==> src/rtl/sum_bcd_display.sv <==
// sum_bcd_display: display stage for an 8-bit binary result.
// A sequential double-dabble engine converts the value to three BCD digits,
// one shift per clock. The result drives registered 7-segment patterns for
// the units, tens and hundreds digits, with optional leading-zero blanking.
// No divider sits on the display outputs.
module sum_bcd_display #(
    parameter bit BLANK_LZ = 1'b1
) (
    input  logic        clk,
    input  logic        rst_a_n,
    input  logic        bin_valid,
    input  logic [7:0]  bin_in,
    output logic        busy,
    output logic        done,
    output logic [11:0] bcd_out,
    output logic [0:6]  unidades,
    output logic [0:6]  decenas,
    output logic [0:6]  centenas
);

    typedef enum logic [1:0] {
        IDLE  = 2'd0,
        SHIFT = 2'd1,
        LATCH = 2'd2
    } state_t;

    localparam logic [0:6] SEG_BLANK = 7'b1111111;
    localparam logic [0:6] SEG_ZERO  = 7'b0000001;
    // Tens and hundreds come out of reset blank when leading zeros are suppressed.
    localparam logic [0:6] SEG_LEAD_RST = BLANK_LZ ? SEG_BLANK : SEG_ZERO;

    state_t      state_q, state_d;
    logic [19:0] shift_q, shift_d;
    logic [3:0]  cnt_q, cnt_d;
    logic        done_q, done_d;
    logic [11:0] bcd_q, bcd_d;
    logic [0:6]  uni_q, uni_d;
    logic [0:6]  dec_q, dec_d;
    logic [0:6]  cen_q, cen_d;
    logic [19:0] adj;

    // Segment pattern for one BCD digit; index 0 is segment a, 0 means lit.
    function automatic logic [0:6] seg7(input logic [3:0] d);
        logic [0:6] s;
        case (d)
            4'd0:    s = 7'b0000001;
            4'd1:    s = 7'b1001111;
            4'd2:    s = 7'b0010010;
            4'd3:    s = 7'b0000110;
            4'd4:    s = 7'b1001100;
            4'd5:    s = 7'b0100100;
            4'd6:    s = 7'b0100000;
            4'd7:    s = 7'b0001111;
            4'd8:    s = 7'b0000000;
            4'd9:    s = 7'b0000100;
            default: s = 7'b1111111;
        endcase
        return s;
    endfunction

    // Double-dabble correction: a nibble of 5 or more gets 3 added before the shift.
    function automatic logic [3:0] add3(input logic [3:0] n);
        return (n >= 4'd5) ? n + 4'd3 : n;
    endfunction

    // All three BCD nibbles are corrected in parallel from their pre-add values.
    always_comb begin
        adj = {add3(shift_q[19:16]), add3(shift_q[15:12]), add3(shift_q[11:8]), shift_q[7:0]};
    end

    // Next-state logic: accept in IDLE, eight correct-and-shift steps, then latch the digits.
    always_comb begin
        state_d = state_q;
        shift_d = shift_q;
        cnt_d   = cnt_q;
        done_d  = 1'b0;
        bcd_d   = bcd_q;
        uni_d   = uni_q;
        dec_d   = dec_q;
        cen_d   = cen_q;
        case (state_q)
            IDLE: begin
                if (bin_valid) begin
                    shift_d = {12'h000, bin_in};
                    cnt_d   = 4'd0;
                    state_d = SHIFT;
                end
            end
            SHIFT: begin
                shift_d = {adj[18:0], 1'b0};
                cnt_d   = cnt_q + 4'd1;
                if (cnt_q == 4'd7) begin
                    state_d = LATCH;
                end
            end
            LATCH: begin
                bcd_d  = shift_q[19:8];
                done_d = 1'b1;
                uni_d  = seg7(shift_q[11:8]);
                dec_d  = seg7(shift_q[15:12]);
                cen_d  = seg7(shift_q[19:16]);
                if (BLANK_LZ) begin
                    // An inner zero stays visible: tens blank only with zero hundreds.
                    if (shift_q[19:16] == 4'd0) begin
                        cen_d = SEG_BLANK;
                        if (shift_q[15:12] == 4'd0) begin
                            dec_d = SEG_BLANK;
                        end
                    end
                end
                state_d = IDLE;
            end
            default: state_d = IDLE;
        endcase
    end

    // State and output registers; reset aborts any conversion in flight.
    always_ff @(posedge clk or negedge rst_a_n) begin
        if (!rst_a_n) begin
            state_q <= IDLE;
            shift_q <= 20'h00000;
            cnt_q   <= 4'd0;
            done_q  <= 1'b0;
            bcd_q   <= 12'h000;
            uni_q   <= SEG_ZERO;
            dec_q   <= SEG_LEAD_RST;
            cen_q   <= SEG_LEAD_RST;
        end else begin
            state_q <= state_d;
            shift_q <= shift_d;
            cnt_q   <= cnt_d;
            done_q  <= done_d;
            bcd_q   <= bcd_d;
            uni_q   <= uni_d;
            dec_q   <= dec_d;
            cen_q   <= cen_d;
        end
    end

    assign busy     = (state_q != IDLE);
    assign done     = done_q;
    assign bcd_out  = bcd_q;
    assign unidades = uni_q;
    assign decenas  = dec_q;
    assign centenas = cen_q;

endmodule

==> config.mk <==
export PLATFORM = sky130hd
export DESIGN_NAME = sum_bcd_display
export DESIGN_NICKNAME = d
export VERILOG_FILES = /design/src/rtl/sum_bcd_display.sv
export SDC_FILE = /design/constraint.sdc
export NUM_CORES = 1
export LEC_CHECK = 0
export CORE_UTILIZATION = 50
export CTS_CLUSTER_SIZE = 30
export DETAILED_ROUTE_END_ITERATION = 8
export PLACE_DENSITY = 0.74
export SLEW_MARGIN = 20
export SYNTH_ARGS = -nofsm -noshare
export SYNTH_HDL_FRONTEND = slang
export SYNTH_SLANG_ARGS = --single-unit
==> constraint.sdc <==
create_clock -name clk -period 1.9 [get_ports clk]
set_input_delay 0.38 -clock clk [delete_from_list [all_inputs] [get_ports clk]]
set_output_delay 0.38 -clock clk [all_outputs]
set_load 0.05 [all_outputs]
# Yosys cells after proc, flatten, opt, wreduce, memory -nomap -nowiden

Memories as Yosys holds them, arrays and structs flattened. A register that Yosys moved wholly into a read port is not among the register bits.
Index checks and enable logic that the tools add are counted.

$add $sub $neg: 4
Multiply operators: 0
Divide/modulo/power cells: 0
$lt $le $gt $ge: 3
Equal/unequal tests: 5
Shift-type cells: 0
Multiplexer cells: 14
Bitwise gates (word level): 0
Reductions and logical operators: 8

Operator list:

| kind                  | count |
|---|---|
| $pmux W20 S2          | 1 |
| $mux W7               | 3 |
| $mux W20              | 1 |
| $ge A4 B3 Y1 const B  | 3 |
| $mux W4               | 3 |
| $add A4 B2 Y4 const B | 2 |
| $logic_not A4 Y1      | 2 |
| $pmux W4 S2           | 1 |
| $add A4 B1 Y4 const B | 1 |
| $eq A4 B3 Y1 const B  | 1 |
| $mux W2               | 2 |
| $ne A2 B2 Y1 const B  | 2 |
| $pmux W2 S2           | 1 |
| $reduce_and A2 Y1     | 2 |
| $reduce_bool A2 Y1    | 2 |
| $add A3 B2 Y3 const B | 1 |
| $mux W3               | 1 |
| $eq A2 B1 Y1 const B  | 1 |
| $eq A2 B2 Y1 const B  | 1 |
| $logic_not A2 Y1      | 1 |
| $logic_not A1 Y1      | 1 |
| $mux W1               | 1 |

Register bits: 53
Latch bits: 0
RAM bits: 0
Memory bits (read-only): 336
Input port bits: 11
Output and inout bits: 35
Logic and storage cells: 44
Memories: 3

Memory list:

| memory           | depth | bits a word | read ports | clocked after memory_dff | write ports | RTL line | source |
|---|---|---|---|---|---|---|---|
| (name not given) | 16    | 7           | 1          | 1                        | 0           | 45       | `case (d)` |
| (name not given) | 16    | 7           | 1          | 0                        | 0           | 45       |  |
| (name not given) | 16    | 7           | 1          | 0                        | 0           | 45       |  |

# Depth between registers and ports, before layout

Word-level depth: 3
Depth in mapped cells: 6

# Worst setup path after synthesis

No wires, ideal clock.

Path kind: register -> register
Start point: reg shift_q[9]
End point: reg shift_q[11]
Library setup time: 0.121 ns
Arrival time: 1.337 ns
Data required time: 1.779 ns
Setup slack: 0.442 ns
Stages on the path, launching flop included: 7
Buffers on the path: 0
Period minus slack after synthesis: 1.458 ns
Cells stage by stage: dfrtp_1 inv_1 ha_1 ha_1 o21ai_0 o21ai_0 a22o_1

Cells in the longest elaborated chain, start to end: 3
Elaborated cells between the ends (all ways): 4

RTL lines:

| what                                          | RTL line | source |
|---|---|---|
| start: declaration                            | 33       | `logic [19:0] shift_q, shift_d;` |
| start signal: assignment                      | 130      | `shift_q <= shift_d;` |
| $add A4 B2 Y4 or $ge A4 B3 Y1 (tied branches) | 63       | `return (n >= 4'd5) ? n + 4'd3 : n;` |
| $mux W4 *                                     | 63       |  |
| $pmux W20 S2 *                                | 81       | `case (state_q)` |

Every way passes the cells marked *; elsewhere a longest branch is shown, timed or not.
A chain may end at the register's enable or synchronous reset.

# Worst setup path after layout

Start point: reg bcd_q[6], in the netlist bcd_out[6]
End point: out bcd_out[6]

RTL lines:

| what                     | RTL line | source |
|---|---|---|
| start: declaration       | 36       | `logic [11:0] bcd_q, bcd_d;` |
| start signal: assignment | 124      | `bcd_q <= 12'h000;` |
| start signal: assignment | 133      | `bcd_q <= bcd_d;` |
| end: declaration         | 15       | `output logic [11:0] bcd_out,` |

No word-level cell between the ends.

==> out/qor.csv <==
stage;metric;value;unit
timing;drv_slew;0;
global_routing;grt_antenna_before_repair;0;
detailed_routing;routedLengthMet1;3.07;mm
setup_path;crit_required;1520;ps
detailed_routing;vias;2516;
place;place_congestion;0.841;
timing;min_period_over_period;0.979;
detailed_routing;dr.max_layer_used;met4;
cts;root_buffer;clkbuf_8;
synthesis;ys_ff_latch;60;
finish;final_common_cell;nand2_1;
synthesis;async_reset_ff_frac;1.00;
floorplanning;row_count;28;
synthesis;synth_edf_count;0;
setup_path;cp-end-kind;output pin;
setup_path;cp_data_arrival_time;1480;ps
setup_path;r2r_cells;6;
detailed_routing;viasPerCell;5.42;
setup_path;cp_top_family;buffers and inverters;
finish;final_cell_mix;nand2_1, o21ai_0, dfrtp_1;
synthesis;synth_nets;366;
pwr;leakage;1.85;nW
global_routing;grt_pass1_wl;10.6;mm
timing;worst_pin_slew;499;ps
setup_path;critPathSlowestCell;clkdlybuf4s50_1;
floorplanning;die_x;80.9;um
detailed_routing;wirelength;6.34;mm
timing;finalSetupViolCount;0;
timing;hold_viol_final;0;
detailed_routing;wire_per_inst;13.7;um
timing;finClkSkew;12.1;ps
detailed_routing;firstDrtPassIters;4;
place;port_buffers;45;
detailed_routing;drt_iter0_drc;145;
detailed_routing;met2_length;2.86;mm
finish;diodes;0;
global_routing;overflow;0;
synthesis;ys.flop_type;dfrtp_1;
timing;fmax;538;MHz
setup_path;start_kind;flip-flop;
setup_path;r2r_slack;260;ps
cts;cts_tree;done;
worst_hold_path;hold_path.class;in2async;
global_routing;grt_pass1_vias;2386;
cts;clk_path_buf_depth;2;
floorplanning;start_util;0.523;
detailed_routing;drc;0;
floorplanning;coreArea;5960;um^2
pwr;ir_drop;1080;uV
synthesis;synth.avg_cell_area;9.24;um^2
synthesis;synthCells;337;
synthesis;yosysWarnings;0;
timing;fin_tns_setup;0;ps
timing;fin_crit;1860;ps
setup_path;critical-path-max-stage-delay;800;ps
setup_path;rr_endpoint;shift_q[17];
finish;area_delta_synth_final;21.1;%
finish;post-route-util;0.633;
synthesis;syn_area;3110;um^2
global_routing;track_usage;0.213;
floorplanning;top_level_ports;46;
setup_path;critical_path_depth;1;
finish;fin_nets;413;
setup_path;timing.rr.start;shift_q[17];
floorplanning;dieArea;6550;um^2
finish;drive_gt1_frac;0.172;
cts;cts_inserted_buffers;9;
cts;htree_num_levels;3;
timing;grt_setup_unrepaired;false;
cts;clk_pin_slew;70;ps
timing;max_slew_margin;0.667;
setup_path;critPathKind;reg2out;
setup_path;critPathMaxFanout;2;
synthesis;yosysUniqueCellTypes;41;
detailed_routing;met3_length;344;um
synthesis;ys_seq_area_frac;0.488;
cts;cts.sinks;60;
detailed_routing;ant_nets;0;
pwr;power.density;1840;nW/um^2
floorplanning;die_y;80.9;um
cts;clock_latency;350;ps
global_routing;grt_max_degree;35;
place;hpwl;4.29;mm
status;status;finished clean;
setup_path;crit_chain;clkdlybuf4s50_1;
flow_run;maxCapViolations;0;
setup_path;worst-path-buf-inv;1;
## cell usage after synthesis (2+ instances only)
cell type | n | area share
xnor2_1 | 4 | 0.011
o211ai_1 | 3 | 0.0072
nor2_1 | 16 | 0.019
mux2i_1 | 2 | 0.0064
a22o_1 | 3 | 0.0084
ha_1 | 18 | 0.072
nor2b_1 | 10 | 0.020
o21ai_0 | 54 | 0.087
a21oi_1 | 30 | 0.048
o21ai_1 | 2 | 0.0032
buf_2 | 11 | 0.018
a22oi_1 | 7 | 0.017
nand2b_1 | 9 | 0.018
buf_4 | 6 | 0.014
dfstp_2 | 15 | 0.13
o31ai_1 | 2 | 0.0048
nand3_1 | 5 | 0.0080
dfrtp_1 | 45 | 0.36
o311ai_0 | 2 | 0.0056
nor3b_1 | 2 | 0.0048
or2_2 | 2 | 0.0040
buf_6 | 2 | 0.0072
inv_1 | 13 | 0.016
o22ai_1 | 3 | 0.0060
nand2_1 | 55 | 0.066
## through the flow
step / instance area (um^2) / power (W) / setup WS (ps) / std cells / hold WS [ps]
6_report: 3770 / 0.00694 / 40.1 / 464 / 388
5_1_grt: 3770 / 0.00746 / 2.72 / 464 / 401
4_1_cts: 3740 / 0.00698 / 7.05 / 464 / 383
3_5_place_dp: 3560 / 0.00595 / 259 / 447 / 223
3_3_place_gp: 3560 / 0.00587 / 304 / 447 / 217
2_1_floorplan: 3110 / 0.00502 / 442 / 337 / 84.4
## power breakdown
part / switching (W) / leakage [nW] / internal, W / total (W)
Combinational: 0.00224 / 1.03 / 0.00132 / 0.00356
Clock: 0.000516 / 0.0824 / 0.000505 / 0.00102
Sequential: 0.000520 / 0.744 / 0.00185 / 0.00237
## flip-flops by register name (all words and copies together), names as in the netlist
register / cells
cnt_q: 4
done: 1
bcd_out: 12
shift_q: 20
unidades: 7
decenas: 7
state_q: 2
centenas: 7
## logic make-up (layout without fill, tap and decap cells)
family / after synthesis / in the layout / synth area share
compound gates: 114 / 114 / 0.212
simple gates: 103 / 103 / 0.148
flops: 60 / 60 / 0.488
buf+inv: 35 / 87 / 0.0591
fa+ha+maj: 18 / 18 / 0.0723
xor+xnor: 5 / 5 / 0.0141
mux: 2 / 2 / 0.00643
## metal layers
| layer | global-route usage | vias up |
|---|---|---|
| met1 | 0.277 | 1195 |
| met4 | 0.0786 | 0 |
| met3 | 0.0652 | 6 |
| met5 | 0 | - |
| met2 | 0.334 | 63 |
| li1 | - | 1252 |
## cell type report
type | count | area (um^2)
clock buffer | 12 | 145
clock inverter | 4 | 25.0
fill | 528 | 2180
inverter | 14 | 52.6
multi-input combinational | 242 | 1410
sequential | 60 | 1520
tap | 75 | 93.8
timing repair buffer | 57 | 524
## worst max path at each step
| stage | start | endpoint | slack (ps) |
|---|---|---|---|
| final | bcd_out[6] | bcd_out[6] | 40 |
| after global routing | bcd_out[6] | bcd_out[6] | 3 |
| after CTS | unidades[1] | unidades[1] | 7 |
| after detailed placement | bin_valid | shift_q[2] | 260 |
| after global placement | bin_valid | shift_q[10] | 300 |
| after floorplan | shift_q[9] | shift_q[11] | 440 |
## what timing repair did
item / in CTS / in global routing
hold buffers: 1 / 0
setup endpoints to repair: 1 / 11
gates resized for setup: 1 / 11
buffers inserted: 0 / 0
hold endpoints to repair: 3 / 0
Note: power is estimated with default switching activity, not from simulation.
